<file path="src/rtl/serial_subtractor_pkg.sv">
// serial_subtractor_pkg: FSM state encodings and counter width helper shared by the serial subtractor
package serial_subtractor_pkg;
  typedef enum logic [1:0] {IDLE = 2'd0, RUN = 2'd1, DONE = 2'd2} state_t;
  function automatic int cnt_w(input int w);
    return $clog2(w + 1);
  endfunction
endpackage

</file>
<file path="src/rtl/serial_subtractor_full_subtractor.sv">
// Full_Subtractor: one-bit cell, Dif = X-Y-Bi, Bo = borrow-out; ports X, Y, Bi in, Dif, Bo out
module Full_Subtractor (
  input  logic X,
  input  logic Y,
  input  logic Bi,
  output logic Dif,
  output logic Bo
);
  logic xy;
  assign xy  = X ^ Y;
  assign Dif = xy ^ Bi;
  assign Bo  = (~X & Y) | (~xy & Bi);
endmodule

</file>
<file path="src/rtl/serial_subtractor.sv">
// serial_subtractor: LSB-first D = A-B-Bin, one bit per CLK; Start in, Busy/Done out, D/Bout registered results
module serial_subtractor
  import serial_subtractor_pkg::*;
#(
  parameter int WIDTH = 8
) (
  input  logic             CLK,
  input  logic             RST,
  input  logic             Start,
  input  logic [WIDTH-1:0] A,
  input  logic [WIDTH-1:0] B,
  input  logic             Bin,
  output logic             Busy,
  output logic             Done,
  output logic [WIDTH-1:0] D,
  output logic             Bout
);
  localparam int CW = cnt_w(WIDTH);
  state_t state, state_n;
  logic [WIDTH-1:0] a_sr, b_sr, r_sr, r_n;
  logic [CW-1:0] cnt;
  logic br, d_bit, br_n, last;
  Full_Subtractor u_fs (.X(a_sr[0]), .Y(b_sr[0]), .Bi(br), .Dif(d_bit), .Bo(br_n));
  assign last = cnt == CW'(WIDTH - 1);
  assign r_n  = WIDTH'({d_bit, r_sr} >> 1);
  assign Busy = state != IDLE;
  assign Done = state == DONE;
  always_comb begin
    state_n = state == IDLE ? (Start ? RUN : IDLE) :
              state == RUN  ? (last ? DONE : RUN) : IDLE;
  end
  always_ff @(posedge CLK) begin
    if (RST) begin
      state <= IDLE;
      a_sr  <= '0;
      b_sr  <= '0;
      r_sr  <= '0;
      cnt   <= '0;
      br    <= 1'b0;
      D     <= '0;
      Bout  <= 1'b0;
    end else begin
      state <= state_n;
      if (state == IDLE && Start) begin
        a_sr <= A;
        b_sr <= B;
        br   <= Bin;
        cnt  <= '0;
      end else if (state == RUN) begin
        a_sr <= a_sr >> 1;
        b_sr <= b_sr >> 1;
        r_sr <= r_n;
        br   <= br_n;
        cnt  <= cnt + 1'b1;
        if (last) begin
          D    <= r_n;
          Bout <= br_n;
        end
      end
    end
  end
endmodule

</file>
<file path="config.mk">
export PLATFORM = sky130hd
export DESIGN_NAME = serial_subtractor
export DESIGN_NICKNAME = d
export VERILOG_FILES = /design/src/rtl/serial_subtractor_pkg.sv /design/src/rtl/serial_subtractor_full_subtractor.sv /design/src/rtl/serial_subtractor.sv
export SDC_FILE = /design/constraint.sdc
export NUM_CORES = 1
export LEC_CHECK = 0
export CAP_MARGIN = 20
export CORE_ASPECT_RATIO = 2
export CORE_MARGIN = 2
export CORE_UTILIZATION = 35
export DETAILED_ROUTE_END_ITERATION = 8
export SETUP_SLACK_MARGIN = 0.15
export SYNTH_ARGS = -nofsm -noshare
export SYNTH_HDL_FRONTEND = slang
export SYNTH_SLANG_ARGS = --single-unit
export TNS_END_PERCENT = 1
</file>
<file path="constraint.sdc">
create_clock -name CLK -period 1.35 [get_ports CLK]
set_clock_uncertainty 0.05 [all_clocks]
set_input_delay 0.2025 -clock CLK [delete_from_list [all_inputs] [get_ports CLK]]
set_output_delay 0.2025 -clock CLK [all_outputs]
set_load 0.005 [all_outputs]
</file>
==> qor.csv, run 1 <==
metric,value,unit
status,"finished, violations left",
violated checks,setup timing,
vias per std cell,5.026,
period utilization,1.047,
Worst Path Required,1.54,ns
DRT iter0 DRCs,11,
global route total overflow,0,
Worst R2R Path Depth,8,
largest net degree at the start of global routing,40,
Routed Antenna Nets,0,
worst skew pair latency,0.29,ns
Synth-to-Final Area Change,54.71,%
setup TNS,-0.4995,ns
Remaining DRCs,0,
Tightest Pin Transition,0.2112,ns
Max-cap violations,0,
gp weighted congestion,0.7329,
TritonCTS clock tree,built,
hold slack,0.4165,ns
f_max,707.6,MHz
first-pass GRT wire length,6803,µm
crit end category,flop,
setup slack after layout,-0.06326,ns
initial antenna violation count,0,
final hold violations,0,
Final nets,271,
post-detailed-route wirelength per cell,13.03,µm
register area,795.8,µm²
startpoint types,flop,
core area,4554,µm²
post-DP HPWL,2497,µm
Clock transition at path regs,0.08,ns
# IOs,31,
hold buffer count at CTS,0,
most frequent cells in the layout,"31 x dfxtp_1, 30 x nand2_1, 19 x clkdlybuf4s50_1",
PortBufs,30,
overall power,2.887,mW
RSZ-0062 raised after global routing,true,
Die Area,5303,µm²
drt total wl,3975,µm
arrival time worst endpoint,1.60,ns
DR pass1 iterations,6,
clk buf depth,2,
cts bufs inserted,5,
Initial Util,0.3615,
Synth cell types,30,
Vias,1533,
Avg Inst Size Synth,8.401,µm²
ratio of cells with drive above 1 in the final layout,0.3480,
Cells after Synth,196,
Static Leak,0.9652,nW
vias in the first global route,1520,
fin cells,305,
yosys synthesis warning count,0,
placed cells,287,
fin. max-slew vios,0,
Core Rows,35,
Root Buffer,clkbuf_8,
Total GRT Usage,0.1725,
CTS H-Tree Depth,2,
die width,52.50,µm
peak supply drop,1272,µV
CTS Sinks,39,
hold depth,2,
fill cell count,411,
"most common cell after layout, fill and taps aside",dfxtp_1,
PwrDens,1133,nW/µm²
CP max FO,6,
Setup Crit Path Kind,reg -> reg,
Mapped Area,1647,µm²
Slew Limit Headroom,0.8583,
Die Height,101,µm
Hold WC Path Type,reg -> reg,
Synth Net Count,218,
#FFs+latches synth,39,
multi-input logic area,885.9,µm²
sequential area share after synthesis,0.4742,
Period minus WS final,1.413,ns
# diodes,0,
Finish-stage setup viols,13,
## power breakdown
| group | leakage, nW | switching, mW | total, mW | internal, mW |
|---|---|---|---|---|
| sequential | 0.323 | 0.0395 | 1.24 | 1.20 |
| combinational | 0.578 | 0.215 | 0.474 | 0.259 |
| clock | 0.0644 | 0.433 | 1.17 | 0.737 |
## worst max-delay path: stages (launching register included)
cell and delay [ns]:
dfxtp_4 0.35, buf_6 0.12, buf_6 0.11, nor3b_4 0.21
buf_6 0.15, buf_16 0.11, buf_6 0.09, nand2_2 0.05
a21oi_2 0.12
## routing by layer
layer	global-route usage	vias to the layer above	part of all wire
li1	-	785	-
met1	0.1964	712	0.39
met2	0.3010	31	0.56
met3	0.03561	5	0.032
met4	0.07101	0	0.019
met5	0	-	0
## synth_stat cells
cell type,count,share of area
dfxtp_1,39,0.47
nand2_1,31,0.071
a21oi_1,30,0.091
nor2_1,17,0.039
a211oi_1,14,0.064
nand3_1,11,0.033
o21ai_0,10,0.030
buf_2,7,0.021
clkbuf_1,5,0.011
inv_1,4,0.0091
nor3_1,4,0.012
buf_6,3,0.021
nand2b_1,2,0.0076
nand3b_1,2,0.0091
o22ai_1,2,0.0076
a211oi_2,1,0.0076
a311oi_1,1,0.0053
a311oi_2,1,0.0091
and3b_1,1,0.0053
buf_4,1,0.0046
fa_1,1,0.012
ha_1,1,0.0076
mux2i_1,1,0.0061
nor2b_1,1,0.0038
nor3b_4,1,0.011
o21ba_2,1,0.0061
or3_1,1,0.0038
or3b_1,1,0.0053
xnor2_1,1,0.0053
xor2_1,1,0.0053
## path summary, 6_finish.rpt
check,start,end,slack (ns)
worst max-delay path,state[1],a_sr[7],-0.06
worst min-delay path,b_sr[0],b_sr[0],0.42
worst max register to register,state[1],a_sr[7],-0.06
worst min register to register,b_sr[0],b_sr[0],0.42
## state kept, by name, indices dropped and copies added (netlist names)
name   count
b_sr       8
cnt        4
state      2
Bout       1
br         1
r_sr       7
D          8
a_sr       8
## through the flow
| step | utilization | area, µm² | setup WS (ns) |
|---|---|---|---|
| 6_report | 0.5593 | 2547 | -0.06326 |
| 4_1_cts | 0.5448 | 2481 | -0.05066 |
| 3_5_place_dp | 0.4695 | 2138 | -0.2538 |
| 5_1_grt | 0.5593 | 2547 | -0.1264 |
| 3_3_place_gp | 0.4695 | 2138 | -0.2469 |
| 2_1_floorplan | - | 1654 | 0.02129 |
## kinds of logic (layout without fill, tap and decap cells)
group / after synthesis / after routing / synth area share
muxes: 1 / 1 / 0.006079
DFF: 39 / 39 / 0.4742
buffers and inverters: 20 / 74 / 0.06687
AOI/OAI and AO/OA: 60 / 60 / 0.2211
xor gates and xnor gates: 2 / 2 / 0.01064
adders and majority gates: 2 / 2 / 0.01976
and+or+nand+nor: 72 / 72 / 0.2014
## layout make-up
| cell class | count | share of cell area |
|---|---|---|
| Timing Repair Buffer | 62 | 0.2525 |
| Multi-Input combinational cell | 137 | 0.3477 |
| Sequential cell | 39 | 0.3124 |
| Clock inverter | 3 | 0.02652 |
| Clock buffer | 5 | 0.02701 |
| Inverter | 4 | 0.006876 |
| Tap cell | 55 | 0.02701 |
## repair_timing
| item | CTS | global route |
|---|---|---|
| setup buffers | 9 | 0 |
| pin swaps | 26 | 14 |
| cloned | 1 | 0 |
| setup endpoints to repair | 49 | 41 |
| gates resized for setup | 59 | 18 |
Power figures use the tool's default switching activity.
==> inputs of run 2 (changes only) <==
--- a/config.mk
+++ b/config.mk
@@ -5,7 +5,7 @@
 export SDC_FILE = /design/constraint.sdc
 export NUM_CORES = 1
 export LEC_CHECK = 0
-export CAP_MARGIN = 20
+export CAP_MARGIN = 0
 export CORE_ASPECT_RATIO = 2
 export CORE_MARGIN = 2
 export CORE_UTILIZATION = 35
==> results of run 2 <==
The final DEF is identical to that of run 1; final timing and power are the same.
==> inputs of run 3 (changes only) <==
--- a/config.mk
+++ b/config.mk
@@ -6,7 +6,7 @@
 export NUM_CORES = 1
 export LEC_CHECK = 0
 export CAP_MARGIN = 0
-export CORE_ASPECT_RATIO = 2
+export CORE_ASPECT_RATIO = 0.8
 export CORE_MARGIN = 2
 export CORE_UTILIZATION = 35
 export DETAILED_ROUTE_END_ITERATION = 8
==> run 3 against run 2 <==
  * The flow still finishes with violations (setup timing)
  * Critical path depth shrank 1
  * Core utilization shrank 2.3 points
  * Highest routed layer unchanged
  * Critical path type unchanged
  * First-iteration DRC count grew to 5.5 times the previous value
  * Sequential cell count is the same
  * Setup slack lost 0.026 ns
==> qor.csv, run 3 (synthesis gave the netlist of run 1 again) <==
metric,value,unit,change
Routed Antenna Nets,0,,unchanged
core area,4569,µm²,+0.33%
Period minus WS final,1.439,ns,+0.02591 ns
Core Rows,22,,-37%
first-pass GRT wire length,6423,µm,-5.6%
PwrDens,1106,nW/µm²,-2.4%
Finish-stage setup viols,19,,+6
Remaining DRCs,0,,unchanged
initial antenna violation count,0,,unchanged
biggest regs,"D (8), a_sr (8), b_sr (8)",,
TritonCTS clock tree,built,,
CP max FO,8,,+2
Max-cap violations,0,,unchanged
worst-path cell chain,buf_6 -> buf_6 -> nor3b_4 -> buf_6 -> buf_12 -> a21oi_1 -> a211oi_1,,
overall power,2.707,mW,-6.2%
max incr delay on CP,0.35,ns,about the same
DRT iter0 DRCs,61,,+50
setup slack after layout,-0.08916,ns,-0.02591 ns
startpoint types,flop,,
Vias,1517,,-1.0%
Setup Crit Path Kind,reg -> reg,,
RSZ-0062 raised after global routing,true,,
hold buffer count at CTS,0,,unchanged
Most common cell on crit path,buf_6,,
global route total overflow,0,,unchanged
violated checks,setup timing,,
fin. max-slew vios,0,,unchanged
status,"finished, violations left",,
Worst path slowest cell,dfxtp_4,,
# IOs,31,,unchanged
Root Buffer,clkbuf_8,,
Synth-to-Final Area Change,48.71,%,
peak supply drop,620.2,µV,-51%
post-detailed-route wirelength per cell,12.64,µm,-3.0%
cts bufs inserted,5,,unchanged
min-delay src,B[7],,
clk buf depth,2,,unchanged
reg-to-reg critical path startpoint,state[0],,
final hold violations,0,,unchanged
largest net degree at the start of global routing,40,,unchanged
period utilization,1.066,,+0.01919
"most common cell after layout, fill and taps aside",dfxtp_1,,
setup slack at placement,-0.2548,ns,-0.0009340 ns
final core utilization,0.5359,,-0.02347
Die Area,5273,µm²,-0.56%
ratio of cells with drive above 1 in the final layout,0.2915,,-0.05650
post-DP HPWL,2303,µm,-7.8%
fin area,2449,µm²,-3.9%
gp weighted congestion,0.7751,,+5.8%
PortBufs,30,,unchanged
setup TNS,-1.199,ns,-0.6990 ns
Initial Util,0.3604,,-0.001188
drt total wl,3880,µm,-2.4%
placed cell area,2122,µm²,-0.76%
die width,80.69,µm,+54%
worst skew pair latency,0.29,ns,about the same
reg-to-reg setup timing slack,-0.09,ns,-0.03 ns
Die Height,65.35,µm,-35%
Total GRT Usage,0.1593,,-0.01322
Hold WC Path Type,in -> reg,,
Slew Limit Headroom,0.8561,,-0.002159
DR pass1 iterations,4,,-2
Static Leak,0.9323,nW,-3.4%
f_max,694.8,MHz,-1.8%
Clock transition at path regs,0.08,ns,about the same
# diodes,0,,unchanged
crit end category,flop,,
CTS H-Tree Depth,2,,unchanged
most frequent cells in the layout,"33 x dfxtp_1, 29 x nand2_1, 25 x a21oi_1",,
vias per std cell,4.941,,-1.7%
arrival time worst endpoint,1.60,ns,about the same
CTS Sinks,39,,unchanged
Tightest Pin Transition,0.2136,ns,+0.002411 ns
crit path from,state[0],,
Final nets,268,,-1.1%
Worst Path Required,1.51,ns,-0.03 ns
vias in the first global route,1413,,-7.0%
run 3: repair_timing:
action / CTS / global route
endpoints found under the setup margin: 49 / 41
gates cloned: 1 / 0
resized for setup: 38 / 24
pin swaps: 31 / 23
hold endpoints to repair: 0 / 0
buffers inserted: 8 / 1
run 3: worst paths after layout:
kind                  end  depth (start not counted)
setup / recovery  a_sr[1]                          7
hold / removal    b_sr[7]                          3
setup reg to reg  a_sr[1]                          7
hold reg to reg   r_sr[1]                          2
run 3: worst max-delay path: cells and delay by family, from the launching register on:
family / cells / cell delay (ns)
compound gates: 2 / 0.23
flops: 1 / 0.35
buf+inv: 4 / 0.48
simple gates: 1 / 0.23
run 3: stage by stage:
stage                     hold slack [ns]  cells
after floorplan                    0.2885    196
after global placement             0.3937    289
after detailed placement           0.3979    289
after CTS                          0.3991    306
after global routing               0.4094    307
final                              0.4001    307
run 3: area by class of cell:
type / instances / area (µm²)
well taps: 60 / 75.07
clock buffers: 6 / 82.58
flip-flops and latches: 39 / 793.3
fillers: 455 / 2121
repair buffers: 59 / 604.3
inverters: 4 / 15.01
multi-input cells: 137 / 843.3
clock inverters: 2 / 35.03
run 3: report_power, final:
group          switching, mW  internal (mW)
Sequential            0.0337           1.20
Combinational          0.208          0.244
Clock                  0.420          0.598
run 3: routing by layer:
layer | GRT usage | vias to the layer above | routed length [µm]
met1 | 0.2099 | 707 | 1938
li1 | - | 779 | -
met5 | 0 | - | 0
met3 | 0.04258 | 7 | 149
met4 | 0.06356 | 0 | 63
met2 | 0.2479 | 24 | 1728
